**src/rtl/nonce_ctrl.sv**
```systemverilog
// Nonce search controller: walks an inclusive nonce range through an external
// hash core and stops on the first hash whose two top bytes are below target.
module nonce_ctrl #(
   parameter int unsigned WDOG_CYCLES = 256
) (
   input  logic        clk,
   input  logic        reset_L,
   input  logic        start,
   input  logic        abort,
   input  logic [31:0] nonce_start,
   input  logic [31:0] nonce_end,
   input  logic [7:0]  target,
   output logic        hash_start,
   output logic [31:0] hash_nonce,
   input  logic        hash_done,
   input  logic [23:0] H,
   output logic        busy,
   output logic        done,
   output logic        valid,
   output logic        timeout,
   output logic [31:0] nonce_valido,
   output logic [23:0] bounty
);

   localparam int unsigned WW = (WDOG_CYCLES > 1) ? $clog2(WDOG_CYCLES) : 1;
   localparam logic [WW-1:0] WDOG_MAX = WW'(WDOG_CYCLES - 1);

   typedef enum logic [2:0] {
      IDLE, ISSUE, WAIT, CHECK, FIN
   } state_t;

   state_t        state_q, state_d;
   logic [31:0]   nonce_q, nonce_d;
   logic [31:0]   end_q, end_d;
   logic [7:0]    target_q, target_d;
   logic [23:0]   h_q, h_d;
   logic [WW-1:0] wdog_q, wdog_d;
   logic          valid_q, valid_d;
   logic          timeout_q, timeout_d;
   logic [31:0]   nv_q, nv_d;
   logic [23:0]   bounty_q, bounty_d;
   logic          pass;

   assign pass = (h_q[23:16] < target_q) && (h_q[15:8] < target_q);

   always_ff @(posedge clk or negedge reset_L) begin
      if (!reset_L) begin
         state_q   <= IDLE;
         nonce_q   <= '0;
         end_q     <= '0;
         target_q  <= '0;
         h_q       <= '0;
         wdog_q    <= '0;
         valid_q   <= 1'b0;
         timeout_q <= 1'b0;
         nv_q      <= '0;
         bounty_q  <= '0;
      end else begin
         state_q   <= state_d;
         nonce_q   <= nonce_d;
         end_q     <= end_d;
         target_q  <= target_d;
         h_q       <= h_d;
         wdog_q    <= wdog_d;
         valid_q   <= valid_d;
         timeout_q <= timeout_d;
         nv_q      <= nv_d;
         bounty_q  <= bounty_d;
      end
   end

   always_comb begin
      state_d   = state_q;
      nonce_d   = nonce_q;
      end_d     = end_q;
      target_d  = target_q;
      h_d       = h_q;
      wdog_d    = wdog_q;
      valid_d   = valid_q;
      timeout_d = timeout_q;
      nv_d      = nv_q;
      bounty_d  = bounty_q;
      case (state_q)
         IDLE: begin
            if (start) begin
               nonce_d   = nonce_start;
               end_d     = nonce_end;
               target_d  = target;
               valid_d   = 1'b0;
               timeout_d = 1'b0;
               nv_d      = '0;
               bounty_d  = '0;
               state_d   = (nonce_start > nonce_end) ? FIN : ISSUE;
            end
         end
         ISSUE: begin
            if (abort) begin
               valid_d = 1'b0;
               state_d = IDLE;
            end else begin
               wdog_d  = '0;
               state_d = WAIT;
            end
         end
         WAIT: begin
            // abort outranks a result arriving in the same cycle
            if (abort) begin
               valid_d = 1'b0;
               state_d = IDLE;
            end else if (hash_done) begin
               h_d     = H;
               state_d = CHECK;
            end else if (wdog_q == WDOG_MAX) begin
               timeout_d = 1'b1;
               state_d   = FIN;
            end else begin
               wdog_d = wdog_q + WW'(1);
            end
         end
         CHECK: begin
            if (abort) begin
               valid_d = 1'b0;
               state_d = IDLE;
            end else if (pass) begin
               nv_d     = nonce_q;
               bounty_d = h_q;
               valid_d  = 1'b1;
               state_d  = FIN;
            end else if (nonce_q == end_q) begin
               state_d = FIN;
            end else begin
               nonce_d = nonce_q + 32'd1;
               state_d = ISSUE;
            end
         end
         FIN:     state_d = IDLE;
         default: state_d = IDLE;
      endcase
   end

   assign hash_start   = (state_q == ISSUE);
   assign hash_nonce   = nonce_q;
   assign busy         = (state_q != IDLE);
   assign done         = (state_q == FIN);
   assign valid        = valid_q;
   assign timeout      = timeout_q;
   assign nonce_valido = nv_q;
   assign bounty       = bounty_q;

endmodule

```
**config.mk**
```make
export PLATFORM = sky130hd
export DESIGN_NAME = nonce_ctrl
export DESIGN_NICKNAME = d
export VERILOG_FILES = /design/src/rtl/nonce_ctrl.sv
export SDC_FILE = /design/constraint.sdc
export NUM_CORES = 1
export LEC_CHECK = 0
export BUFFER_PORTS_ARGS = -buffer_cell sky130_fd_sc_hd__buf_2
export CAP_MARGIN = 20
export CORE_ASPECT_RATIO = 1.5
export CORE_MARGIN = 2
export CORE_UTILIZATION = 50
export DETAILED_ROUTE_END_ITERATION = 8
export PLACE_DENSITY = 0.81
export SKIP_CTS_REPAIR_TIMING = 1
export SYNTH_ARGS = -nofsm -noshare
export SYNTH_HDL_FRONTEND = slang
export SYNTH_SLANG_ARGS = --single-unit
```
**constraint.sdc**
```tcl
create_clock -name clk -period 2.81 [get_ports clk]
set_input_delay 0.281 -clock clk [delete_from_list [all_inputs] [get_ports clk]]
set_output_delay 0.281 -clock clk [all_outputs]
set_load 0.005 [all_outputs]
```
==> reports/results.ini <==
[status]
outcome=finished, final reports clean

[power]
peakVddDrop_uv=561
clockPowerShare_pct=22.6
p_int_mw=5.92
power_frac_seq_pct=40.7
power.switching_mw=4.04
p_comb_share_pct=36.8
powerDensity_nw_per_um2=952
p_leak_nw=5.02
p_sw_share_pct=40.6

[routing]
drc=0
wl_um=24300
vias_per_cell=5.65
ant_nets=0
routedWlPerCell_um=18.0
vias=7654
drt_iter0_drc=756
drt_pre_antenna_iters=7

[worst_setup_path]
path_class=flop to flop
path_cells=inv_1 > ha_1 > and3_1 > a211o_1 > a221o_1 > a311o_1 > a21o_4 > buf_12 > nand2_1 > o21ai_0
critical_path_buf_inv_count=2
worstReg2RegStart=target_q[7]
crit_slowest_cell=a311o_1
setup.worst_path.start=target_q[7]
cpPeakStageDelay_ps=370
critical_path.top_delay_family=compound AO/OA/AOI/OAI gates
start_kind=flop
cp.required_ps=3100
crit_fanout=90
endpoint_kind=flop
crit_arrival_ps=2930

[finish]
nFillCells=1503
fin_util_pct=60.9
fin_area_um2=10500
fin_cells=1354
syn_to_final_growth_pct=20.1
drive_gt1_share_pct=24.9
layout.nets=1277
antennaDiodeCount=0

[floorplan]
die_y_um=166
dieArea_um2=18500
start_util_pct=50.7
die_x_um=112
rows=59
ioPinCount=194
core_um2=17200

[synthesis]
yosysWarningCount=0
syn_area_um2=8720
yosys-top-cells-area=dfrtp_1 (47%), nand2_1 (8.5%), ha_1 (6.9%), o21ai_0 (5.3%), xnor2_1 (3.5%)
synth-edff-count=0
ys_async_sr_fraction_pct=100
ys_types=55
ys_ff_latch=165
synth_cells=957
ys.flop_type=dfrtp_1
synth_top_area_share_pct=47.4
synth_nets=1106
synth_top_area_cell=dfrtp_1
avgSynthCellArea_um2=9.11
synth-seq-area-share_pct=47.4

[timing]
rsz0062_at_grt=false
min_period_over_period_pct=94.1
relSlewSlack_pct=48.2
fin_skew_ps=14.5
max_freq_mhz=378
setup_viol=0
layout_min_cycle_time_ps=2640
finalMaxSlewViolations=0
hold_violations=0
worst_pin_slew_ps=778
finalSetupTns_ps=0

[placed_design]
placedCellCount=1321
io_buffers=193
place_area_um2=9900
place.gp.congestion=1.00
dp_hpwl_um=18200

[global_route]
grt_use_total_pct=26.7
grt_pass1_vias=7502
grt_pass1_wl_um=39300
grt_max_degree=91
antenna_found_initial=0
grt-ovfl-total=0

[clock_network]
clkSinkCount=165
root_buffer=clkbuf_16
numCtsBuffers=17
clk_pin_slew_worst_paths_ps=60
cts-htree-levels=4
clockBufferDepth=2
clock_latency_ps=430
cts_tree=yes

[worst_hold_path]
min_path_type=input pin to flop
holdCritStartpoint=target[1]

[flow_run]
maxCapViolations=0

[path summary, 6_finish.rpt]
kind	slack, ps	to	cells past startpoint
hold / removal	80	target_q[1]	3
setup / recovery	170	nonce_valido[18]	10
hold reg to reg	470	bounty[1]	2
min in group asynchronous	390	end_q[9]	2
max in group asynchronous	1600	end_q[28]	3
setup reg to reg	170	nonce_valido[18]	10
[registers in the layout, indices dropped and copies added (netlist names), 3 cells and up]
register	flops
target_q	8
wdog_q	8
h_q	24
hash_nonce	32
bounty	24
nonce_valido	32
end_q	32
state_q	3
[cell usage after synthesis, types with 2 or more instances]
| master | n |
|---|---|
| nand2_1 | 198 |
| dfrtp_1 | 165 |
| o21ai_0 | 93 |
| ha_1 | 48 |
| inv_1 | 46 |
| clkbuf_1 | 45 |
| nor2_1 | 37 |
| xnor2_1 | 35 |
| a21oi_1 | 28 |
| mux2_2 | 26 |
| nand4_1 | 25 |
| nor3_1 | 24 |
| o21ai_1 | 24 |
| nand3_1 | 16 |
| buf_2 | 14 |
| nor4_1 | 12 |
| o211ai_1 | 12 |
| a21o_1 | 10 |
| and3_1 | 10 |
| a211oi_1 | 6 |
| nand2b_1 | 6 |
| o22ai_1 | 5 |
| o32a_1 | 5 |
| a22oi_1 | 4 |
| and4_1 | 4 |
| nor2b_1 | 4 |
| o21a_1 | 4 |
| o311ai_0 | 4 |
| o31ai_1 | 4 |
| or3_1 | 4 |
| a31oi_1 | 3 |
| o31a_1 | 3 |
| or2_2 | 3 |
| xor2_1 | 3 |
| a221o_1 | 2 |
| a22o_1 | 2 |
| buf_6 | 2 |
| o21ai_4 | 2 |
| o221ai_1 | 2 |
| or4_1 | 2 |
[power groups by stage]
stage | clock network, mW | registers, mW | logic (mW)
after global placement | 0 | 4.03 | 3.50
after detailed placement | 0 | 4.06 | 3.61
after global routing | 2.37 | 4.15 | 4.05
final | 2.25 | 4.05 | 3.66
after CTS | 2.27 | 4.03 | 3.64
after floorplan | 0 | 3.68 | 2.57
[metrics by stage]
stage               total power, mW  hold slack (ps)  setup WS, ps
finish                         9.96             77.4           167
global route                   10.6             70.7          4.61
CTS                            9.94             -156           147
detailed placement             7.67              299           193
global placement               7.53              299           229
floorplan                      6.25            -14.6           195
[final cells by class]
cell class,count,area [um2],area share (%)
Multi-Input combinational cell,683,4160,39.7
Sequential cell,165,4130,39.4
Timing Repair Buffer,215,1180,11.2
Clock buffer,18,439,4.19
Tap cell,213,267,2.55
Inverter,46,173,1.65
Clock inverter,14,125,1.19
[cell usage in the layout (no fill, tap or decap), types with 5 or more instances in the layout]
cell type	n
a211oi_1	6
a21o_1	9
a21oi_1	28
and3_1	10
buf_2	192
buf_4	18
clkbuf_16	17
dfrtp_1	165
ha_1	48
inv_1	46
mux2_2	26
nand2_1	197
nand2b_1	6
nand3_1	16
nand4_1	25
nor2_1	36
nor3_1	24
nor4_1	12
o211ai_1	12
o21ai_0	93
o21ai_1	24
o22ai_1	5
o32a_1	5
xnor2_1	35
[logic make-up (layout without fill, tap and decap cells)]
family | after synthesis | in the layout | share of synthesized area, %
AND/OR/NAND/NOR | 351 | 351 | 18.1
adder cells (fa/ha/maj) | 48 | 48 | 6.89
buffers and inverters | 109 | 293 | 5.12
multiplexers | 26 | 26 | 3.36
AO/OA/AOI/OAI | 220 | 220 | 15.3
XOR/XNOR | 38 | 38 | 3.82
flip-flops | 165 | 165 | 47.4
[worst register-to-register path, stage by stage, from the launching register on]
cell and delay [ps]:
dfrtp_1 360, inv_1 90, ha_1 250, and3_1 200, a211o_1 290, a221o_1 250
a311o_1 370, a21o_4 260, buf_12 210, nand2_1 120, o21ai_0 90
[layer usage]
layer / vias up / routed length, um / GRT usage [%]
met4: 0 / 1220 / 14.0
met2: 318 / 12400 / 46.2
li1: 3665 / - / -
met1: 3594 / 9340 / 31.9
met3: 77 / 1380 / 4.34
met5: - / 0 / 0
No activity file was read; power rests on OpenSTA's default activity.
